**src/rtl/instr_sequencer_pkg.sv**
```systemverilog
// Shared processor package: opcode encodings, sequencer state enum and
// opcode-class helpers. The sequencer and the control decoder both import it.
package instr_sequencer_pkg;

  localparam int unsigned PcWidth = 10;
  localparam int unsigned OpWidth = 5;

  typedef logic [PcWidth-1:0] pc_t;
  typedef logic [OpWidth-1:0] opcode_t;

  localparam opcode_t OpNop      = 5'b00000;
  localparam opcode_t OpBLookup  = 5'b00001;
  localparam opcode_t OpB        = 5'b00010;
  localparam opcode_t OpBeq      = 5'b00011;
  localparam opcode_t OpLoadByte = 5'b10000;
  localparam opcode_t OpLoad1    = 5'b10110;
  localparam opcode_t OpLoad2    = 5'b11010;
  localparam opcode_t OpLoad3    = 5'b11011;
  localparam opcode_t OpSwap     = 5'b11111;

  typedef enum logic [2:0] {
    StIdle,
    StExec,
    StMemWait,
    StSwap2,
    StDone
  } seq_state_e;

  function automatic logic is_load(opcode_t op);
    return (op == OpLoadByte) || (op == OpLoad1) || (op == OpLoad2) || (op == OpLoad3);
  endfunction

  function automatic logic is_swap(opcode_t op);
    return op == OpSwap;
  endfunction

  function automatic logic branch_taken(opcode_t op, logic cond);
    return (op == OpB) || (op == OpBLookup) || ((op == OpBeq) && cond);
  endfunction

endpackage

```
**src/rtl/instr_sequencer_if.sv**
```systemverilog
// Sequencer bus: instruction-side inputs (start, opcode, branch_cond, target,
// halt_addr) and control outputs (pc, commit, swap_phase, busy, done).
// slave  : the sequencer itself.
// master : the surrounding datapath / environment.
interface instr_sequencer_if;
  import instr_sequencer_pkg::*;

  logic    start;
  opcode_t opcode;
  logic    branch_cond;
  pc_t     target;
  pc_t     halt_addr;
  pc_t     pc;
  logic    commit;
  logic    swap_phase;
  logic    busy;
  logic    done;

  modport slave (
    input  start, opcode, branch_cond, target, halt_addr,
    output pc, commit, swap_phase, busy, done
  );

  modport master (
    output start, opcode, branch_cond, target, halt_addr,
    input  pc, commit, swap_phase, busy, done
  );

endinterface

```
**src/rtl/pc_next.sv**
```systemverilog
// Combinational next-pc: target for B / B_LOOKUP / taken BEQ, else pc+1
// (wraps naturally at the top of the address space).
// Ports: pc, opcode, branch_cond, target in; next_pc out.
module pc_next
  import instr_sequencer_pkg::*;
(
  input  pc_t     pc,
  input  opcode_t opcode,
  input  logic    branch_cond,
  input  pc_t     target,
  output pc_t     next_pc
);

  always_comb begin
    next_pc = pc + pc_t'(1);
    if (branch_taken(opcode, branch_cond)) begin
      next_pc = target;
    end
  end

endmodule

```
**src/rtl/instr_sequencer.sv**
```systemverilog
// Multi-cycle instruction sequencer. Steps pc through the program, stretching
// loads (EXEC + MEMWAIT) and swaps (EXEC + SWAP2), and stops in DONE after the
// instruction at halt_addr commits.
// Ports: clk, reset (synchronous, active-high), bus (instr_sequencer_if.slave).
module instr_sequencer
  import instr_sequencer_pkg::*;
(
  input  logic              clk,
  input  logic              reset,
  instr_sequencer_if.slave  bus
);

  seq_state_e state_q;
  pc_t        pc_q;
  logic       busy_q;
  logic       done_q;
  logic       swap_phase_q;

  pc_t  next_pc;
  logic final_cycle;
  logic commit;

  pc_next u_pc_next (
    .pc          (pc_q),
    .opcode      (bus.opcode),
    .branch_cond (bus.branch_cond),
    .target      (bus.target),
    .next_pc     (next_pc)
  );

  // commit depends on the opcode fetched at the current pc, so it cannot be
  // registered: a load's first cycle must not commit.
  always_comb begin
    final_cycle = 1'b0;
    commit      = 1'b0;
    case (state_q)
      StExec: begin
        final_cycle = !is_load(bus.opcode) && !is_swap(bus.opcode);
        commit      = !is_load(bus.opcode);
      end
      StMemWait, StSwap2: begin
        final_cycle = 1'b1;
        commit      = 1'b1;
      end
      default: begin
        final_cycle = 1'b0;
        commit      = 1'b0;
      end
    endcase
  end

  always_ff @(posedge clk) begin
    if (reset) begin
      state_q      <= StIdle;
      pc_q         <= '0;
      busy_q       <= 1'b0;
      done_q       <= 1'b0;
      swap_phase_q <= 1'b0;
    end else if (final_cycle) begin
      swap_phase_q <= 1'b0;
      // Halt wins over any branch: pc stays on the halting instruction.
      if (pc_q == bus.halt_addr) begin
        state_q <= StDone;
        busy_q  <= 1'b0;
        done_q  <= 1'b1;
      end else begin
        state_q <= StExec;
        pc_q    <= next_pc;
      end
    end else begin
      case (state_q)
        StIdle, StDone: begin
          if (bus.start) begin
            state_q <= StExec;
            pc_q    <= '0;
            busy_q  <= 1'b1;
            done_q  <= 1'b0;
          end
        end
        StExec: begin
          // Only multi-cycle opcodes reach here.
          if (is_load(bus.opcode)) begin
            state_q <= StMemWait;
          end else begin
            state_q      <= StSwap2;
            swap_phase_q <= 1'b1;
          end
        end
        default: begin
          state_q      <= StIdle;
          pc_q         <= '0;
          busy_q       <= 1'b0;
          done_q       <= 1'b0;
          swap_phase_q <= 1'b0;
        end
      endcase
    end
  end

  assign bus.pc         = pc_q;
  assign bus.commit     = commit;
  assign bus.swap_phase = swap_phase_q;
  assign bus.busy       = busy_q;
  assign bus.done       = done_q;

endmodule

```
**src/flat_wrapper.sv**
```systemverilog
// flat-port wrapper written by rule: the top's interface ports become plain ports
module instr_sequencer_flat import instr_sequencer_pkg::*;
  (clk, reset, bus_start, bus_opcode, bus_branch_cond, bus_target, bus_halt_addr, bus_pc, bus_commit, bus_swap_phase, bus_busy, bus_done);
  instr_sequencer_if bus_i ();
  input  logic clk;
  input  logic reset;
  input wire logic [$bits(bus_i.start)-1:0] bus_start;
  input wire logic [$bits(bus_i.opcode)-1:0] bus_opcode;
  input wire logic [$bits(bus_i.branch_cond)-1:0] bus_branch_cond;
  input wire logic [$bits(bus_i.target)-1:0] bus_target;
  input wire logic [$bits(bus_i.halt_addr)-1:0] bus_halt_addr;
  output wire logic [$bits(bus_i.pc)-1:0] bus_pc;
  output wire logic [$bits(bus_i.commit)-1:0] bus_commit;
  output wire logic [$bits(bus_i.swap_phase)-1:0] bus_swap_phase;
  output wire logic [$bits(bus_i.busy)-1:0] bus_busy;
  output wire logic [$bits(bus_i.done)-1:0] bus_done;
  assign bus_i.start = bus_start;
  assign bus_i.opcode = bus_opcode;
  assign bus_i.branch_cond = bus_branch_cond;
  assign bus_i.target = bus_target;
  assign bus_i.halt_addr = bus_halt_addr;
  assign bus_pc = bus_i.pc;
  assign bus_commit = bus_i.commit;
  assign bus_swap_phase = bus_i.swap_phase;
  assign bus_busy = bus_i.busy;
  assign bus_done = bus_i.done;
  instr_sequencer u_core (.clk(clk), .reset(reset), .bus(bus_i));
endmodule
```
**config.mk**
```make
export PLATFORM = sky130hd
export DESIGN_NAME = instr_sequencer_flat
export DESIGN_NICKNAME = d
export VERILOG_FILES = /design/src/rtl/instr_sequencer_pkg.sv /design/src/rtl/instr_sequencer_if.sv /design/src/rtl/pc_next.sv /design/src/rtl/instr_sequencer.sv /design/src/flat_wrapper.sv
export SDC_FILE = /design/constraint.sdc
export NUM_CORES = 1
export LEC_CHECK = 0
export BUFFER_PORTS_ARGS = -buffer_cell sky130_fd_sc_hd__buf_2
export CELL_PAD_IN_SITES_DETAIL_PLACEMENT = 0
export CELL_PAD_IN_SITES_GLOBAL_PLACEMENT = 1
export CORE_MARGIN = 2
export CORE_UTILIZATION = 35
export CTS_BUF_LIST = sky130_fd_sc_hd__clkbuf_8
export CTS_CLUSTER_DIAMETER = 40
export DETAILED_ROUTE_END_ITERATION = 10
export PLACE_DENSITY_LB_ADDON = 0.2
export SYNTH_ARGS = -nofsm -noshare
export SYNTH_HDL_FRONTEND = slang
export SYNTH_HIERARCHICAL = 1
export SYNTH_SLANG_ARGS = --single-unit
```
**constraint.sdc**
```tcl
create_clock -name clk -period 2.3 [get_ports clk]
set_clock_uncertainty 0.2 [all_clocks]
set_input_delay 0.345 -clock clk [delete_from_list [all_inputs] [get_ports clk]]
set_output_delay 0.345 -clock clk [all_outputs]
set_load 0.05 [all_outputs]
```
-- After elaboration in Yosys (flattened, before gate mapping)
Cells that the tools add are included.
- bits in registers: 16
- bits in latches: 0
- bits in writable memories: 0
- memory bits (read-only): 0
- input port bits: 29
- output and inout port bits: 14
- logic and storage cells: 63
- memories: 0
- add/subtract/negate cells: 1
- multiply operators: 0
- divide/modulo/power cells: 0
- order comparisons: 0
- equality and inequality tests: 18
- shift-type cells: 0
- mux-type cells: 22
- bitwise gates (word level): 1
- reduce and logical (&&, ||, !) cells: 16
- operators by type and width (cell ; number):
    2-to-1 mux 10 bit ; 4
    equality test 5 bit (second input constant) ; 5
    one-hot mux 10 bit (2 select lines) ; 1
    adder 10 x 1 -> 10 bit (second input constant) ; 1
    equality test 10 bit ; 1
    equality test 5 x 2 -> 1 bit (second input constant) ; 2
    one-hot mux 1 bit (2 select lines) ; 5
    2-to-1 mux 3 bit ; 3
    2-to-1 mux 1 bit ; 8
    equality test 3 x 2 -> 1 bit (second input constant) ; 2
    inequality test 2 bit (second input constant) ; 3
    one-hot mux 3 bit (2 select lines) ; 1
    AND reduction 3 bit ; 2
    OR reduction 2 bit ; 3
    equality test 5 x 1 -> 1 bit (second input constant) ; 1
    logical OR 1 bit ; 5
    equality test 3 x 1 -> 1 bit (second input constant) ; 1
    equality test 3 bit (second input constant) ; 1
    zero test 3 bit ; 1
    inequality test 3 x 2 -> 1 bit (second input constant) ; 1
    logical AND 1 bit ; 2
    zero test 1 bit ; 2
    inequality test 2 x 1 -> 1 bit (second input constant) ; 1
    AND reduction 2 bit ; 1
    NOT 1 bit ; 1

-- Longest topological paths before layout
Gate-level depths: netlist of run 1.
- word-level depth: 9
- depth in mapped cells: 6
- mapped depth without buffers: 5

-- Modules after synthesis
Netlist of run 1, hierarchy kept.
- modules (own cells, without submodules) (module ; instances ; cells each ; area an instance (sq um) ; sequential area each (sq um)):
    instr_sequencer ; 1 ; 84 ; 900.9 ; 320.3
    pc_next ; 1 ; 45 ; 316.6 ; 0.0

-- Worst setup path after synthesis of run 1
Ideal clock, no wire load.
- kind: register -> register
- start: register u_core.pc_q[3] (netlist: u_core/bus.pc[3])
- end: register u_core.pc_q[4] (netlist: u_core/bus.pc[4])
- setup time: 0.061 ns
- arrival time: 1.947 ns
- data required time: 2.039 ns
- slack: 0.091 ns
- stages on the path, launching flop included: 6
- period minus slack after synthesis: 2.209 ns
- cell sequence: dfxtp_1 > xor2_1 > nor4_4 > nand4_2 > o32ai_4 > a22o_1
- word-level cells in the longest chain between the ends: 4
- elaborated cells between the ends (all ways): 7
- classes of those cells: add/sub (1); eq/ne (2); mux (3); reduce/logical (1)
- RTL lines (element ; line ; text):
    start, declared ; instr_sequencer.sv:14 ; pc_t pc_q;
    start signal, assigned ; instr_sequencer.sv:68 ; pc_q <= next_pc;
    adder 10 x 1 -> 10 bit ; pc_next.sv:15 ; next_pc = pc + pc_t'(1);
    2-to-1 mux 10 bit ; pc_next.sv:16 ; if (branch_taken(opcode, branch_cond)) begin
    2-to-1 mux 10 bit ; instr_sequencer.sv:62 ; if (pc_q == bus.halt_addr) begin
    2-to-1 mux 10 bit ; instr_sequencer.sv:59 ; end else if (final_cycle) begin
Several ways; a longest one is shown, not always the timed one. The select of a mux whose other input is x is not followed.
A chain may end at the register's enable or synchronous reset.

-- Worst setup path in the final report of run 1
- start: register u_core.pc_q[1] (netlist: u_core/bus.pc[1])
- end: register u_core.pc_q[6] (netlist: u_core/bus.pc[6])
The elaborated chain is that of the path after synthesis.

==> run_summary.xml, run 1 <==
<?xml version="1.0" encoding="UTF-8"?>
<metrics>
  <group name="synth">
    <metric name="top_flip_flop_cell_by_instance_count_after_synthesis" unit="">sky130_fd_sc_hd__dfxtp_1</metric>
    <metric name="yosys_warnings" unit="">6</metric>
    <metric name="synth_top_area_share" unit="%">26.3</metric>
    <metric name="ys_seq_elements" unit="">16</metric>
    <metric name="netlist_instances" unit="">129</metric>
    <metric name="synth.yosys.seq_area_share" unit="%">26.3</metric>
    <metric name="async_set_or_reset_register_ratio_after_synthesis" unit="%">0</metric>
    <metric name="syn-cell-area" unit="mm²">0.00122</metric>
    <metric name="synth-edff-count" unit="">0</metric>
    <metric name="synth_largest_area_cell" unit="">sky130_fd_sc_hd__dfxtp_1</metric>
    <metric name="mappedNetlistNets" unit="">159</metric>
    <metric name="avgSynthCellArea" unit="µm²">9.44</metric>
    <metric name="synth_cell_types" unit="">46</metric>
    <metric name="most_instantiated_cells_after_synthesis" unit="">sky130_fd_sc_hd__dfxtp_1 (16), sky130_fd_sc_hd__a22o_1 (10), sky130_fd_sc_hd__xor2_1 (10)</metric>
    <metric name="post_synth_main_area_contributors" unit="">sky130_fd_sc_hd__dfxtp_1 (26%), sky130_fd_sc_hd__a22o_1 (7.2%), sky130_fd_sc_hd__xor2_1 (7.2%)</metric>
    <metric name="synth_most_common_cell" unit="">sky130_fd_sc_hd__dfxtp_1</metric>
  </group>
  <group name="setup_path">
    <metric name="startpoint_type" unit="">flop</metric>
    <metric name="cp.arrival" unit="ns">2.10</metric>
    <metric name="path_max_fanout" unit="">10</metric>
    <metric name="critPathRequiredTime" unit="ns">2.29</metric>
    <metric name="critical_path_class" unit="">flop to flop</metric>
    <metric name="worstSetupEndpointType" unit="">flop</metric>
  </group>
  <group name="die">
    <metric name="fp.dieH" unit="µm">63.0</metric>
    <metric name="die-width" unit="µm">63.0</metric>
    <metric name="rows" unit="">21</metric>
    <metric name="floorplan.core_area" unit="mm²">0.00334</metric>
    <metric name="area_enclosed_by_the_die_boundary" unit="mm²">0.00397</metric>
    <metric name="effective_utilization_at_floorplan" unit="%">36.5</metric>
    <metric name="floorplan.io_pins" unit="">43</metric>
  </group>
  <group name="global_routing">
    <metric name="met2_usage" unit="%">26.1</metric>
    <metric name="grt_start_max_net_pins" unit="">11</metric>
    <metric name="grt.met1_usage" unit="%">22.8</metric>
    <metric name="antenna_found_initial" unit="">0</metric>
    <metric name="global_route.peak_usage_layer" unit="">met2</metric>
    <metric name="grt_overflow_total" unit="">0</metric>
    <metric name="wire_length_of_the_first_global_routing_pass" unit="µm">5290</metric>
    <metric name="globalRouteMet3Util" unit="%">3.96</metric>
    <metric name="grt_pass1_vias" unit="">1140</metric>
    <metric name="grt_use_total" unit="%">16.7</metric>
  </group>
  <group name="clock_network">
    <metric name="ctsRootBufferMaster" unit="">sky130_fd_sc_hd__clkbuf_8</metric>
    <metric name="clkSlewWorstSetupHoldPaths" unit="ns">0.06</metric>
    <metric name="cts_max_path_bufs" unit="">2</metric>
    <metric name="clock-sinks" unit="">16</metric>
    <metric name="cts_inserted_buffers" unit="">3</metric>
    <metric name="post_cts_resize_count" unit="">0</metric>
    <metric name="cts_setup_buffers" unit="">0</metric>
    <metric name="insertion_delay" unit="ns">0.24</metric>
    <metric name="h-tree-depth" unit="">1</metric>
    <metric name="hold_buffers" unit="">0</metric>
    <metric name="cts_tree" unit="">yes</metric>
  </group>
  <group name="timing">
    <metric name="timing.final.max_slew_violations" unit="">0</metric>
    <metric name="grt_setup_unrepaired" unit="">no</metric>
    <metric name="fin_hold_ws" unit="ns">0.192</metric>
    <metric name="layout_min_cycle_time" unit="ns">2.11</metric>
    <metric name="final_total_negative_setup_slack" unit="ns">0</metric>
    <metric name="worst_slew_margin_rel" unit="%">66.9</metric>
    <metric name="timing_hold_violations_final" unit="">0</metric>
    <metric name="max_freq" unit="GHz">0.473</metric>
    <metric name="worst-slew-pin-transition" unit="ns">0.497</metric>
    <metric name="setup_viol_count_final" unit="">0</metric>
    <metric name="post-route-period-util" unit="%">91.9</metric>
  </group>
  <group name="layout">
    <metric name="syn2layout_area_growth" unit="%">27.9</metric>
    <metric name="final_nets" unit="">209</metric>
    <metric name="diodes" unit="">0</metric>
    <metric name="final-instance-count-excl-fill" unit="">223</metric>
    <metric name="final_layout_size_suffix_gt1_share" unit="%">41.8</metric>
    <metric name="num-fill-cells" unit="">351</metric>
  </group>
  <group name="power">
    <metric name="power.sequential.fraction" unit="%">38.8</metric>
    <metric name="switchingPower" unit="W">0.000280</metric>
    <metric name="intPower" unit="W">0.000523</metric>
    <metric name="power-per-cell-area" unit="mW/mm²">516</metric>
    <metric name="power.combinational.fraction" unit="%">34.9</metric>
    <metric name="power.clock.fraction" unit="%">26.3</metric>
    <metric name="p_leak" unit="nW">0.678</metric>
    <metric name="ir_worst_vdd" unit="µV">326</metric>
    <metric name="sw_frac_of_total" unit="%">34.9</metric>
  </group>
  <group name="place">
    <metric name="dp_hpwl" unit="µm">2580</metric>
    <metric name="total_placed_cells_including_tap_cells" unit="">220</metric>
    <metric name="gp_routability_congestion" unit="">0.794</metric>
    <metric name="port_buffers" unit="">42</metric>
  </group>
  <group name="min_path">
    <metric name="hold_wc_path_type" unit="">input pin to flop</metric>
  </group>
  <group name="detailed_routing">
    <metric name="ant_nets" unit="">0</metric>
    <metric name="drtIter0Drc" unit="">54</metric>
    <metric name="drt_first_pass_iters" unit="">4</metric>
    <metric name="detail_route.wirelength" unit="µm">3210</metric>
    <metric name="vias_per_cell" unit="">5.35</metric>
    <metric name="remaining_drc_errors" unit="">0</metric>
    <metric name="avgRoutedWirePerCell" unit="µm">14.4</metric>
    <metric name="route.vias.total" unit="">1193</metric>
  </group>
  <group name="status">
    <metric name="outcome" unit="">finished clean</metric>
  </group>
  <group name="run">
    <metric name="max_cap_viol_count" unit="">0</metric>
  </group>
</metrics>
==> cells by family after synthesis <==
group           after synthesis  share of synthesized area, %
compound gates               38                          25.7
mux                           4                          4.93
xor+xnor                     14                          10.1
flops                        16                          26.3
buf+inv                      10                          4.32
fa+ha+maj                     1                          1.03
simple gates                 46                          27.6
==> path summary, 6_finish.rpt <==
check | start | end | slack [ns] | depth (start not counted)
worst min register to register | u_core/bus.done$_SDFFE_PP0P_ | u_core/bus.done$_SDFFE_PP0P_ | 0.27 | 2
worst min-delay path | reset | u_core/state_q[2]$_SDFFE_PP0P_ | 0.19 | 2
worst max-delay path | u_core/bus.pc[1]$_SDFFE_PP0P_ | u_core/bus.pc[6]$_SDFFE_PP0P_ | 0.19 | 5
worst max register to register | u_core/bus.pc[1]$_SDFFE_PP0P_ | u_core/bus.pc[6]$_SDFFE_PP0P_ | 0.19 | 5
==> stage by stage <==
step                      area [µm²]  power [W]  worst slack [ns]  util [%]
after floorplan                 1220   0.000515            0.0914         -
after global placement          1520   0.000592            0.0994      45.4
after detailed placement        1520   0.000597            0.0684      45.4
after CTS                       1560   0.000808             0.194      46.6
after global routing            1560   0.000843             0.115      46.6
final                           1560   0.000803             0.187      46.6
==> layout make-up <==
cell class / count / area (µm²) / share of cell area [%]
timing repair buffer: 51 / 278 / 17.8
multi-input combinational: 103 / 845 / 54.3
clock buffer: 3 / 41.3 / 2.65
tap: 46 / 57.6 / 3.70
inverter: 4 / 15.0 / 0.965
sequential: 16 / 320 / 20.6
==> power by group through the flow <==
stage / Sequential (W) / Clock [W] / Combinational, W
floorplan: 0.000359 / 0 / 0.000156
global placement: 0.000317 / 0 / 0.000275
detailed placement: 0.000318 / 0 / 0.000280
CTS: 0.000312 / 0.000217 / 0.000280
global route: 0.000314 / 0.000228 / 0.000301
finish: 0.000312 / 0.000211 / 0.000280
==> cells in the final DEF, fill, tap and decap left out, drive strengths merged <==
master / instances
xnor2: 4
or3: 6
inv: 4
nor2: 6
o31ai: 1
nand2: 5
nor4: 8
a21o: 1
and3b: 2
o21ai: 6
and4: 1
ha: 1
a211oi: 1
clkbuf: 3
o32a: 1
dfxtp: 16
a31oi: 6
xor2: 10
or4: 2
a221oi: 1
nor3: 1
nand3: 6
or2: 2
nor2b: 1
mux2: 4
nand3b: 2
o32ai: 4
a22o: 10
nor3b: 1
buf: 51
nand4: 3
a21oi: 6
o21bai: 1
==> registers in the layout, summed over array words and instances, names as in the netlist <==
register and count:
u_core/state_q 3, u_core/bus.swap_phase 1, u_core/bus.pc 10, u_core/bus.busy 1, u_core/bus.done 1
==> critical path, stage by stage (launching register included) <==
cell	delay [ns]
sky130_fd_sc_hd__dfxtp_1	0.45
sky130_fd_sc_hd__xor2_1	0.14
sky130_fd_sc_hd__nor4_4	0.32
sky130_fd_sc_hd__nand4_2	0.20
sky130_fd_sc_hd__o32ai_4	0.53
sky130_fd_sc_hd__a22o_1	0.22
==> layer usage <==
layer | routed length [µm] | part of all wire (%)
met1 | 1540 | 48
met2 | 1430 | 44
met3 | 223 | 6.9
met4 | 19 | 0.59
met5 | 0 | 0
Note: power is estimated with default switching activity, not from simulation.
==> run 2: changes to the inputs <==
--- a/config.mk
+++ b/config.mk
@@ -5,6 +5,7 @@
 export SDC_FILE = /design/constraint.sdc
 export NUM_CORES = 1
 export LEC_CHECK = 0
+export ABC_AREA = 1
 export BUFFER_PORTS_ARGS = -buffer_cell sky130_fd_sc_hd__buf_2
 export CELL_PAD_IN_SITES_DETAIL_PLACEMENT = 0
 export CELL_PAD_IN_SITES_GLOBAL_PLACEMENT = 1
==> run 2 against run 1 <==
Combinational power up 25%. Via count grew 28%. Cell count rose by 48%. Utilization is 3.1 points lower. First-iteration DRC count is 72% higher. Clock power about the same. Maximum frequency grew 8.6%. Synthesized cell count up 85%. Critical path type unchanged. Largest cell class unchanged. Largest power group is now combinational cells. Highest routed layer unchanged.
==> run_summary.xml, run 2 <==
<?xml version="1.0" encoding="UTF-8"?>
<metrics>
  <group name="timing">
    <metric name="post-route-period-util" unit="%">84.6</metric>
    <metric name="timing_hold_violations_final" unit="">0</metric>
    <metric name="final_total_negative_setup_slack" unit="ns">0</metric>
    <metric name="worst_slew_margin_rel" unit="%">71.1</metric>
    <metric name="max_freq" unit="GHz">0.514</metric>
    <metric name="timing.final.max_slew_violations" unit="">0</metric>
    <metric name="layout_min_cycle_time" unit="ns">1.95</metric>
    <metric name="finalWorstSetupSlack" unit="ns">0.354</metric>
    <metric name="setup_viol_count_final" unit="">0</metric>
    <metric name="worst-slew-pin-transition" unit="ns">0.433</metric>
    <metric name="grt_setup_unrepaired" unit="">no</metric>
  </group>
  <group name="layout">
    <metric name="final_nets" unit="">313</metric>
    <metric name="final_layout_size_suffix_gt1_share" unit="%">31.0</metric>
    <metric name="num-fill-cells" unit="">459</metric>
    <metric name="diodes" unit="">0</metric>
    <metric name="multiInputGateArea" unit="µm²">970</metric>
    <metric name="largest_register_ff_count" unit="">10</metric>
    <metric name="final_common_cell" unit="">sky130_fd_sc_hd__nand2_1</metric>
    <metric name="syn2layout_area_growth" unit="%">18.7</metric>
    <metric name="final_util" unit="%">43.6</metric>
    <metric name="post-route-cell-area" unit="mm²">0.00176</metric>
    <metric name="flip_flop_and_latch_area" unit="µm²">320</metric>
    <metric name="mostFrequentLayoutCells" unit="">sky130_fd_sc_hd__nand2_1 (71), sky130_fd_sc_hd__buf_2 (42), sky130_fd_sc_hd__nand3_1 (29), sky130_fd_sc_hd__inv_1 (28), sky130_fd_sc_hd__nor2_1 (19)</metric>
    <metric name="final-instance-count-excl-fill" unit="">331</metric>
  </group>
  <group name="global_routing">
    <metric name="grt_start_max_net_pins" unit="">15</metric>
    <metric name="wire_length_of_the_first_global_routing_pass" unit="µm">6510</metric>
    <metric name="antenna_found_initial" unit="">0</metric>
    <metric name="grt_use_total" unit="%">16.6</metric>
    <metric name="grt_overflow_total" unit="">0</metric>
    <metric name="grt_pass1_vias" unit="">1419</metric>
  </group>
  <group name="synth">
    <metric name="synth_cell_types" unit="">30</metric>
    <metric name="synth.yosys.seq_area_share" unit="%">21.7</metric>
    <metric name="ys_seq_elements" unit="">16</metric>
    <metric name="post_synth_main_area_contributors" unit="">sky130_fd_sc_hd__dfxtp_1 (22%), sky130_fd_sc_hd__nand2_1 (18%), sky130_fd_sc_hd__nand3_1 (9.8%)</metric>
    <metric name="avgSynthCellArea" unit="µm²">6.19</metric>
    <metric name="synth_top_area_share" unit="%">21.7</metric>
    <metric name="netlist_instances" unit="">239</metric>
    <metric name="top_flip_flop_cell_by_instance_count_after_synthesis" unit="">sky130_fd_sc_hd__dfxtp_1</metric>
    <metric name="synth-edff-count" unit="">0</metric>
    <metric name="synth_most_common_cell" unit="">sky130_fd_sc_hd__nand2_1</metric>
    <metric name="async_set_or_reset_register_ratio_after_synthesis" unit="%">0</metric>
    <metric name="synth_largest_area_cell" unit="">sky130_fd_sc_hd__dfxtp_1</metric>
    <metric name="yosys_warnings" unit="">6</metric>
    <metric name="syn-cell-area" unit="mm²">0.00148</metric>
    <metric name="most_instantiated_cells_after_synthesis" unit="">sky130_fd_sc_hd__nand2_1 (71), sky130_fd_sc_hd__nand3_1 (29), sky130_fd_sc_hd__inv_1 (28), sky130_fd_sc_hd__nor2_1 (19), sky130_fd_sc_hd__dfxtp_1 (16)</metric>
    <metric name="mappedNetlistNets" unit="">269</metric>
  </group>
  <group name="power">
    <metric name="switchingPower" unit="W">0.000361</metric>
    <metric name="ir_worst_vdd" unit="µV">353</metric>
    <metric name="p_leak" unit="nW">0.939</metric>
    <metric name="power.sequential.fraction" unit="%">37.0</metric>
    <metric name="power-per-cell-area" unit="mW/mm²">508</metric>
    <metric name="power.combinational.fraction" unit="%">39.1</metric>
    <metric name="power.clock.fraction" unit="%">23.8</metric>
    <metric name="sw_frac_of_total" unit="%">40.5</metric>
    <metric name="intPower" unit="W">0.000530</metric>
  </group>
  <group name="run">
    <metric name="max_cap_viol_count" unit="">0</metric>
  </group>
  <group name="detailed_routing">
    <metric name="avgRoutedWirePerCell" unit="µm">11.5</metric>
    <metric name="remaining_drc_errors" unit="">0</metric>
    <metric name="route.vias.total" unit="">1525</metric>
    <metric name="drtIter0Drc" unit="">93</metric>
    <metric name="vias_per_cell" unit="">4.61</metric>
    <metric name="ant_nets" unit="">0</metric>
    <metric name="drt_first_pass_iters" unit="">4</metric>
    <metric name="detail_route.wirelength" unit="µm">3790</metric>
  </group>
  <group name="min_path">
    <metric name="hold_path_end" unit="">u_core/bus.busy$_SDFFE_PP0P_</metric>
    <metric name="timing.hold.worst_path_depth" unit="">2</metric>
    <metric name="hold_path_startpoint" unit="">reset</metric>
    <metric name="hold_wc_path_type" unit="">input pin to flop</metric>
  </group>
  <group name="clock_network">
    <metric name="cts_max_path_bufs" unit="">2</metric>
    <metric name="insertion_delay" unit="ns">0.25</metric>
    <metric name="post_cts_resize_count" unit="">0</metric>
    <metric name="clkSlewWorstSetupHoldPaths" unit="ns">0.06</metric>
    <metric name="hold_buffers" unit="">0</metric>
    <metric name="cts_setup_buffers" unit="">0</metric>
    <metric name="h-tree-depth" unit="">1</metric>
    <metric name="clock-sinks" unit="">16</metric>
    <metric name="cts_tree" unit="">yes</metric>
    <metric name="ctsRootBufferMaster" unit="">sky130_fd_sc_hd__clkbuf_8</metric>
    <metric name="cts_inserted_buffers" unit="">3</metric>
  </group>
  <group name="setup_path">
    <metric name="startpoint_type" unit="">flop</metric>
    <metric name="path_max_fanout" unit="">14</metric>
    <metric name="worstSetupEndpointType" unit="">flop</metric>
    <metric name="rr_startpoint" unit="">u_core/bus.pc[4]$_SDFFE_PP0P_</metric>
    <metric name="r2r_slack" unit="ns">0.35</metric>
    <metric name="regToRegEndpoint" unit="">u_core/bus.pc[3]$_SDFFE_PP0P_</metric>
    <metric name="cp.arrival" unit="ns">1.90</metric>
    <metric name="critPathRequiredTime" unit="ns">2.25</metric>
    <metric name="worst_r2r_path_depth" unit="">9</metric>
    <metric name="critical_path_class" unit="">flop to flop</metric>
  </group>
  <group name="die">
    <metric name="floorplan.io_pins" unit="">43</metric>
    <metric name="floorplan.core_area" unit="mm²">0.00403</metric>
    <metric name="effective_utilization_at_floorplan" unit="%">36.7</metric>
    <metric name="rows" unit="">23</metric>
    <metric name="die-width" unit="µm">69.0</metric>
    <metric name="area_enclosed_by_the_die_boundary" unit="mm²">0.00476</metric>
    <metric name="fp.dieH" unit="µm">69.0</metric>
  </group>
  <group name="place">
    <metric name="dp_slack" unit="ns">0.311</metric>
    <metric name="gp_routability_congestion" unit="">0.764</metric>
    <metric name="dp_hpwl" unit="µm">2940</metric>
    <metric name="port_buffers" unit="">42</metric>
    <metric name="total_placed_cells_including_tap_cells" unit="">328</metric>
    <metric name="post_dp_cell_area" unit="mm²">0.00171</metric>
  </group>
  <group name="status">
    <metric name="outcome" unit="">finished clean</metric>
  </group>
</metrics>
## run 2: cell types whose count changed after synthesis, sizes merged, moves of 7 or more
cell	before	now
nor4	8	0
a22o	10	0
inv	4	34
nand3	6	31
a21boi	0	7
nor2	6	35
nand2	5	84
## run 2: how the worst max path moves through the flow
| stage | startpoint | end | depth (start not counted) |
|---|---|---|---|
| 6_report | u_core/bus.pc[4]$_SDFFE_PP0P_ | u_core/bus.pc[3]$_SDFFE_PP0P_ | 9 |
| 4_1_cts | u_core/bus.pc[4]$_SDFFE_PP0P_ | u_core/bus.pc[1]$_SDFFE_PP0P_ | 9 |
| 2_1_floorplan | u_core/bus.pc[5]$_SDFFE_PP0P_ | u_core/bus.pc[6]$_SDFFE_PP0P_ | 10 |
| 3_5_place_dp | bus_opcode[1] | u_core/bus.pc[3]$_SDFFE_PP0P_ | 13 |
| 5_1_grt | u_core/bus.pc[3]$_SDFFE_PP0P_ | u_core/bus.pc[4]$_SDFFE_PP0P_ | 13 |
| 3_3_place_gp | bus_opcode[1] | u_core/bus.pc[3]$_SDFFE_PP0P_ | 13 |
## run 2: worst max-delay path, cell delays in order (launching register included)
cell	delay, ns
sky130_fd_sc_hd__dfxtp_1	0.50
sky130_fd_sc_hd__xnor2_1	0.16
sky130_fd_sc_hd__nand2_1	0.10
sky130_fd_sc_hd__or2_4	0.26
sky130_fd_sc_hd__nor2_4	0.10
sky130_fd_sc_hd__nand2_4	0.10
sky130_fd_sc_hd__nand2_4	0.23
sky130_fd_sc_hd__nand2_1	0.08
sky130_fd_sc_hd__nand2_1	0.07
sky130_fd_sc_hd__nor2_1	0.04
## run 2: per-stage QoR
step                      total power, W  hold slack, ns
after floorplan                 0.000605           0.214
after global placement          0.000690           0.253
after detailed placement        0.000689           0.253
after CTS                       0.000907           0.113
after global routing            0.000955           0.130
final                           0.000892           0.115
## run 2: cell type report
cell class                 instances  share of cell area [%]
tap                               50                    3.56
sequential                        16                    18.2
clock buffer                       3                    2.35
multi-input combinational        183                    55.2
timing repair buffer              44                    12.8
inverter                          35                    7.77
## run 2: logic make-up (layout without fill, tap and decap cells)
| family | count (synthesis) | in the layout | synth area share [%] |
|---|---|---|---|
| xor gates and xnor gates | 8 | 8 | 4.74 |
| and+or+nand+nor | 157 | 157 | 52.8 |
| DFF | 16 | 16 | 21.7 |
| adders and majority gates | 1 | 1 | 0.846 |
| buffers and inverters | 40 | 82 | 12.8 |
| AOI/OAI and AO/OA | 17 | 17 | 7.19 |
## run 2: layer usage
| layer | track usage [%] | part of all wire [%] |
|---|---|---|
| met5 | 0 | 0 |
| met4 | 1.96 | 0.21 |
| met3 | 4.82 | 4.9 |
| met2 | 26.5 | 46 |
| met1 | 22.8 | 48 |
## run 2: power groups by stage
stage | logic, W | registers (W) | clock network, W
3_3_place_gp | 0.000352 | 0.000338 | 0
6_report | 0.000349 | 0.000330 | 0.000213
5_1_grt | 0.000392 | 0.000334 | 0.000229
2_1_floorplan | 0.000205 | 0.000399 | 0
4_1_cts | 0.000353 | 0.000331 | 0.000222
3_5_place_dp | 0.000351 | 0.000337 | 0
